## config.mk

```make
export PLATFORM = sky130hd
export DESIGN_NAME = reg_file_scoreboard
export DESIGN_NICKNAME = d
export VERILOG_FILES = /design/src/rtl/reg_file_scoreboard_pkg.sv /design/src/rtl/reg_file_scoreboard_pending_counter.sv /design/src/rtl/reg_file_scoreboard.sv
export SDC_FILE = /design/constraint.sdc
export NUM_CORES = 2
export LEC_CHECK = 0
export CAP_MARGIN = 20
export CORE_MARGIN = 5
export CORE_UTILIZATION = 42
export DETAILED_ROUTE_END_ITERATION = 8
export PLACE_DENSITY = 0.57
export SYNTH_ARGS = -nofsm -noshare
export SYNTH_HDL_FRONTEND = slang
export SYNTH_SLANG_ARGS = --single-unit
```

## constraint.sdc

```tcl
create_clock -name clock -period 12.92 [get_ports clock]
set_clock_uncertainty 0.15 [all_clocks]
set_input_delay 2.584 -clock clock [delete_from_list [all_inputs] [get_ports clock]]
set_output_delay 2.584 -clock clock [all_outputs]
set_load 0.005 [all_outputs]
```

## src/rtl/reg_file_scoreboard_pkg.sv

```systemverilog
// Shared widths and types for the register file / RAW scoreboard.
package reg_file_scoreboard_pkg;

  localparam int unsigned DATA         = 32;
  localparam int unsigned REG_WIDTH    = 5;
  localparam int unsigned NUM_REGS     = 32;
  localparam int unsigned MAX_INFLIGHT = 3;
  localparam int unsigned PEND_WIDTH   = 2;

  // Outstanding destination writes for one register (EX, MEM, WB).
  typedef logic [PEND_WIDTH-1:0] pend_t;

endpackage

```

## src/rtl/reg_file_scoreboard_pending_counter.sv

```systemverilog
// Per-register 2-bit inc/dec pending-write counter with overflow/underflow flags.
module pending_counter
  import reg_file_scoreboard_pkg::*;
#(
  parameter int unsigned MAX = reg_file_scoreboard_pkg::MAX_INFLIGHT
) (
  input  logic  clock,
  input  logic  reset,
  input  logic  inc,
  input  logic  dec,
  output pend_t count,
  output logic  overflow,
  output logic  underflow
);

  // Simultaneous inc and dec cancel, so neither limit can be violated.
  assign overflow  = inc && !dec && (count == pend_t'(MAX));
  assign underflow = dec && !inc && (count == '0);

  always_ff @(posedge clock) begin
    if (reset) begin
      count <= '0;
    end else if (inc && !dec && !overflow) begin
      count <= count + pend_t'(1);
    end else if (dec && !inc && !underflow) begin
      count <= count - pend_t'(1);
    end
  end

endmodule

```

## src/rtl/reg_file_scoreboard.sv

```systemverilog
// Register file with write-through reads and per-register RAW scoreboard for decode stalls.
module reg_file_scoreboard
  import reg_file_scoreboard_pkg::*;
#(
  parameter int unsigned DATA         = reg_file_scoreboard_pkg::DATA,
  parameter int unsigned REG_WIDTH    = reg_file_scoreboard_pkg::REG_WIDTH,
  parameter int unsigned NUM_REGS     = reg_file_scoreboard_pkg::NUM_REGS,
  parameter int unsigned MAX_INFLIGHT = reg_file_scoreboard_pkg::MAX_INFLIGHT
) (
  input  logic                 clock,
  input  logic                 reset,
  input  logic                 wb_valid,
  input  logic [REG_WIDTH-1:0] wb_read,
  input  logic [DATA-1:0]      wb_data,
  input  logic [REG_WIDTH-1:0] rs_addr,
  input  logic [REG_WIDTH-1:0] rt_addr,
  input  logic                 rs_used,
  input  logic                 rt_used,
  input  logic                 issue_valid,
  input  logic                 issue_writes,
  input  logic [REG_WIDTH-1:0] issue_dest,
  output logic [DATA-1:0]      rs_data,
  output logic [DATA-1:0]      rt_data,
  output logic                 stall,
  output logic [31:0]          stall_cycles,
  output logic                 sb_error
);

  logic [DATA-1:0]     regs [NUM_REGS];
  pend_t               pend [NUM_REGS];
  logic [NUM_REGS-1:0] overflow;
  logic [NUM_REGS-1:0] underflow;
  logic                wb_hit_rs;
  logic                wb_hit_rt;
  logic                hazard_rs;
  logic                hazard_rt;
  logic                issue_accept;
  logic                retire;

  assign retire       = wb_valid && (wb_read != '0);
  assign wb_hit_rs    = retire && (wb_read == rs_addr);
  assign wb_hit_rt    = retire && (wb_read == rt_addr);

  // regs[0] is never written, so the array read already returns 0 for R0.
  assign rs_data = wb_hit_rs ? wb_data : regs[rs_addr];
  assign rt_data = wb_hit_rt ? wb_data : regs[rt_addr];

  // Effective pending = pend minus a same-cycle retire; compared as pend > hit
  // so an erroneous retire at pend 0 cannot wrap into a false hazard.
  assign hazard_rs = rs_used && (rs_addr != '0) && (pend[rs_addr] > pend_t'(wb_hit_rs));
  assign hazard_rt = rt_used && (rt_addr != '0) && (pend[rt_addr] > pend_t'(wb_hit_rt));

  assign stall        = issue_valid && (hazard_rs || hazard_rt);
  assign issue_accept = issue_valid && !stall;

  assign pend[0]      = '0;
  assign overflow[0]  = 1'b0;
  assign underflow[0] = 1'b0;

  for (genvar i = 1; i < NUM_REGS; i++) begin : g_pend
    pending_counter #(
      .MAX(MAX_INFLIGHT)
    ) u_pending_counter (
      .clock    (clock),
      .reset    (reset),
      .inc      (issue_accept && issue_writes && (issue_dest == REG_WIDTH'(i))),
      .dec      (wb_valid && (wb_read == REG_WIDTH'(i))),
      .count    (pend[i]),
      .overflow (overflow[i]),
      .underflow(underflow[i])
    );
  end

  always_ff @(posedge clock) begin
    if (reset) begin
      for (int unsigned i = 0; i < NUM_REGS; i++) begin
        regs[i] <= '0;
      end
    end else if (retire) begin
      regs[wb_read] <= wb_data;
    end
  end

  always_ff @(posedge clock) begin
    if (reset) begin
      stall_cycles <= '0;
    end else if (stall && (stall_cycles != '1)) begin
      stall_cycles <= stall_cycles + 32'd1;
    end
  end

  always_ff @(posedge clock) begin
    if (reset) begin
      sb_error <= 1'b0;
    end else if ((|overflow) || (|underflow)) begin
      sb_error <= 1'b1;
    end
  end

endmodule

```

==> impl_metrics.py <==
metrics = {
    "status": {
        "status": "finished, final reports clean",
    },
    "sta": {
        "fin_tns_setup_ps": 0,
        "slew_viol_final": 0,
        "rsz0062_at_grt": "no",
        "finalCritPeriodShare_pct": 78.71,
        "setup_viol": 0,
        "hold_viol": 0,
        "tightest_slew_ps": 1114,
        "final.min_clock_period_ps": 10170,
        "fmax_ghz": 0.09834,
        "max-slew-margin-rel_pct": 24.76,
    },
    "power": {
        "p_total_w": 0.009028,
        "p_per_area_nw_per_um2": 129.6,
        "p_comb_share_pct": 12.5,
        "p_clk_share_pct": 40.7,
        "switching_share_pct": 25.41,
        "p_int_w": 0.006734,
        "switchingPower_w": 0.002294,
        "p_leak_nw": 23.77,
        "ir_worst_vdd_mv": 0.1265,
        "seqPwrFrac_pct": 46.9,
    },
    "worst_setup_path": {
        "worst-path-buf-inv": 3,
        "cp.arrival_ps": 7430,
        "worstPathMaxFanout": 65,
        "slowest_stage": "clkdlybuf4s50_1",
        "critical_path_class": "input port to primary output",
        "regToRegStartpoint": "g_pend[7].u_pending_counter.count[0]$_SDFFE_PP0P_",
        "crit_path_end_kind": "primary output",
        "worst_path_largest_cell_delay_ps": 810,
        "path_cells": "clkdlybuf4s50_1 > nor2_1 > nand2_1 > o21ai_0 > nor4_2 > buf_4 > ha_1 > nor2_1 > a211oi_1 > a311o_1 > a31oi_4 > clkdlybuf4s50_1",
        "r2r_cells": 12,
        "crit-reg2reg-capture": "sb_error$_SDFFE_PP0P_",
        "regToRegSetupSlack_ps": 7430,
        "cp_top_family": "buffers and inverters",
        "start_kind": "input port",
        "crit_required_ps": 10190,
    },
    "floorplan": {
        "core_area_sq_um": 146100,
        "start_util_pct": 42.33,
        "dieWidth_microns": 393.7,
        "rows": 140,
        "io_pins": 157,
        "die_area_sq_um": 155000,
        "die_h_microns": 393.7,
    },
    "finish": {
        "drive_gt1_share_pct": 19.12,
        "regArea_sq_um": 32650,
        "final_core_util_pct": 47.70,
        "fillCellCount": 12810,
        "area_delta_synth_final_pct": 12.69,
        "multi_input_area_sq_um": 27640,
        "stdcell_count": 6621,
        "final_net_count": 4659,
    },
    "global_routing": {
        "grt_start_max_net_pins": 114,
        "grt_usage_pct": 27.31,
        "grt_pass1_wl_mm": 306.7,
        "grt_pass1_vias": 41070,
        "grt_overflow": 0,
        "grt_antenna_before_repair": 12,
    },
    "run": {
        "drv_cap": 0,
    },
    "routing": {
        "routedWlPerCell_microns": 32.65,
        "ant_nets": 0,
        "wl_met1_mm": 86.56,
        "num_vias": 41610,
        "highest_layer": "met5",
        "vias_per_cell": 6.284,
        "dr_wl_met2_mm": 102.1,
        "dr_wl_met3_mm": 20.63,
        "drt_iter0_drc": 5224,
        "drc_errors": 0,
        "drt_wl_total_mm": 216.2,
        "first_pass_iters": 6,
    },
    "logic_synthesis": {
        "synth_area_leaders": "edfxtp_1, mux4_2, and2_1",
        "synth_top_cell_by_area": "edfxtp_1",
        "ys_types": 70,
        "avgSynthCellArea_sq_um": 13.45,
        "yosys.area.top_type_share_pct": 49.73,
        "synth_top_flop_cell": "edfxtp_1",
        "synth_edf_count": 1024,
        "synthArstFlopShare_pct": 0,
        "yosys.cell_count.top_type": "edfxtp_1",
        "syn-cell-area_sq_um": 61840,
        "ys_top_cells_by_count": "edfxtp_1, and2_1, mux4_2",
        "synth-seq-cells": 1119,
        "ys_warn_count": 0,
        "syn_inst": 4599,
        "ys_seq_area_share_pct": 52.80,
    },
    "placement": {
        "portBuffers": 156,
        "post-place-cells": 6376,
        "dp_hpwl_mm": 124.0,
        "gp_congestion": 0.9260,
    },
    "clock_tree": {
        "cts_tree": "yes",
        "cts-buffers-inserted": 133,
        "cts_hold_buf": 0,
        "cts_resized": 0,
        "h-tree-depth": 4,
        "clockBufferDepth": 3,
        "cts_num_sinks": 1119,
        "cts_setup_buffers": 0,
        "cts_root_buf": "clkbuf_16",
        "path_clk_slew_ps": 60,
        "worstSkewPairLatency_ps": 770,
    },
    "worst_hold_path": {
        "hold_path.class": "flop to flop",
        "holdPathEnd": "g_pend[9].u_pending_counter.count[0]$_SDFFE_PP0P_",
        "hold_start": "g_pend[9].u_pending_counter.count[1]$_SDFFE_PP0P_",
        "holdPathStages": 2,
    },
}
[power groups by stage]
stage | combinational [W] | clock (W) | sequential, W
floorplan | 0.000647 | 0 | 0.00427
global placement | 0.00111 | 0 | 0.00429
detailed placement | 0.00111 | 0 | 0.00430
CTS | 0.00112 | 0.00372 | 0.00423
global route | 0.00117 | 0.00386 | 0.00425
finish | 0.00112 | 0.00367 | 0.00423
[cell families after synthesis]
group,synth area share (%)
adders and majority gates,0.06071
xor gates and xnor gates,0.5807
DFF,52.80
other,0.006064
and+or+nand+nor,14.67
muxes,22.35
buffers and inverters,3.171
AOI/OAI and AO/OA,6.363
[worst max-delay path by stage]
stage / start / endpoint / slack (ps) / cells past startpoint
final: wb_read[1] / stall / 2750 / 12
after global routing: wb_read[0] / stall / 2550 / 12
after CTS: wb_read[0] / stall / 2820 / 12
after detailed placement: wb_read[0] / stall / 2850 / 12
after global placement: wb_read[0] / stall / 2970 / 12
after floorplan: rt_addr[0] / stall / 4420 / 16
[registers in the layout, summed over array words and instances (netlist names)]
register and cells:
regs 1024, g_pend.u_pending_counter.count 62, stall_cycles 32, sb_error 1
[layout by cell type, fill, tap and decap left out, types with 10 or more instances in the layout]
cell	synthesis	final
buf_4	5	133
a211oi_1	35	35
mux2i_1	304	304
conb_1	1	32
o221ai_1	99	99
a21oi_1	128	128
a221oi_1	10	10
dfxtp_1	95	95
xnor2_1	21	21
o22ai_1	65	65
o21ai_0	102	102
clkbuf_1	366	32
clkinv_1	0	28
clkdlybuf4s50_1	0	145
edfxtp_1	1024	1024
nor2_4	1	33
and3_1	24	24
inv_1	26	26
clkbuf_16	0	140
nand2_1	174	174
nor4_1	15	13
xor2_1	20	20
a31oi_1	11	11
nor2_1	119	87
nand2b_2	0	10
mux4_2	474	474
and2_1	997	997
clkinv_2	0	17
o21a_1	42	42
nand4_1	35	35
nand3_1	74	74
or2_2	34	34
nand3b_1	10	10
nor3_1	26	26
nand2b_1	33	22
a21o_1	19	19
o41ai_1	33	33
[tightest hold or removal path: stages, from the launching register on]
cell and delay [ps]:
dfxtp_1 370, nand2_1 80, a21oi_1 50
[cell type report]
cell class	instances	area share, %
sequential	1119	46.86
multi-input combinational	3021	39.66
clock buffer	177	5.298
timing repair buffer	295	3.864
tap	1917	3.442
clock inverter	62	0.7236
inverter	27	0.1454
antenna	3	0.01077
[metrics by stage]
stage                     hold slack [ps]  worst slack, ps  area, sq um
final                               377.7             2751        69690
after global routing                412.7             2545        69680
after CTS                           391.4             2822        69650
after detailed placement            384.2             2848        65460
after global placement              365.8             2968        65450
after floorplan                     331.1             4422        61950
[layer usage]
metal,vias up,GRT usage [%]
li1,17580,-
met1,21500,37.12
met2,2150,44.03
met3,376,6.081
met4,2,8.564
met5,-,0
Note: power is estimated with default switching activity, not from simulation.
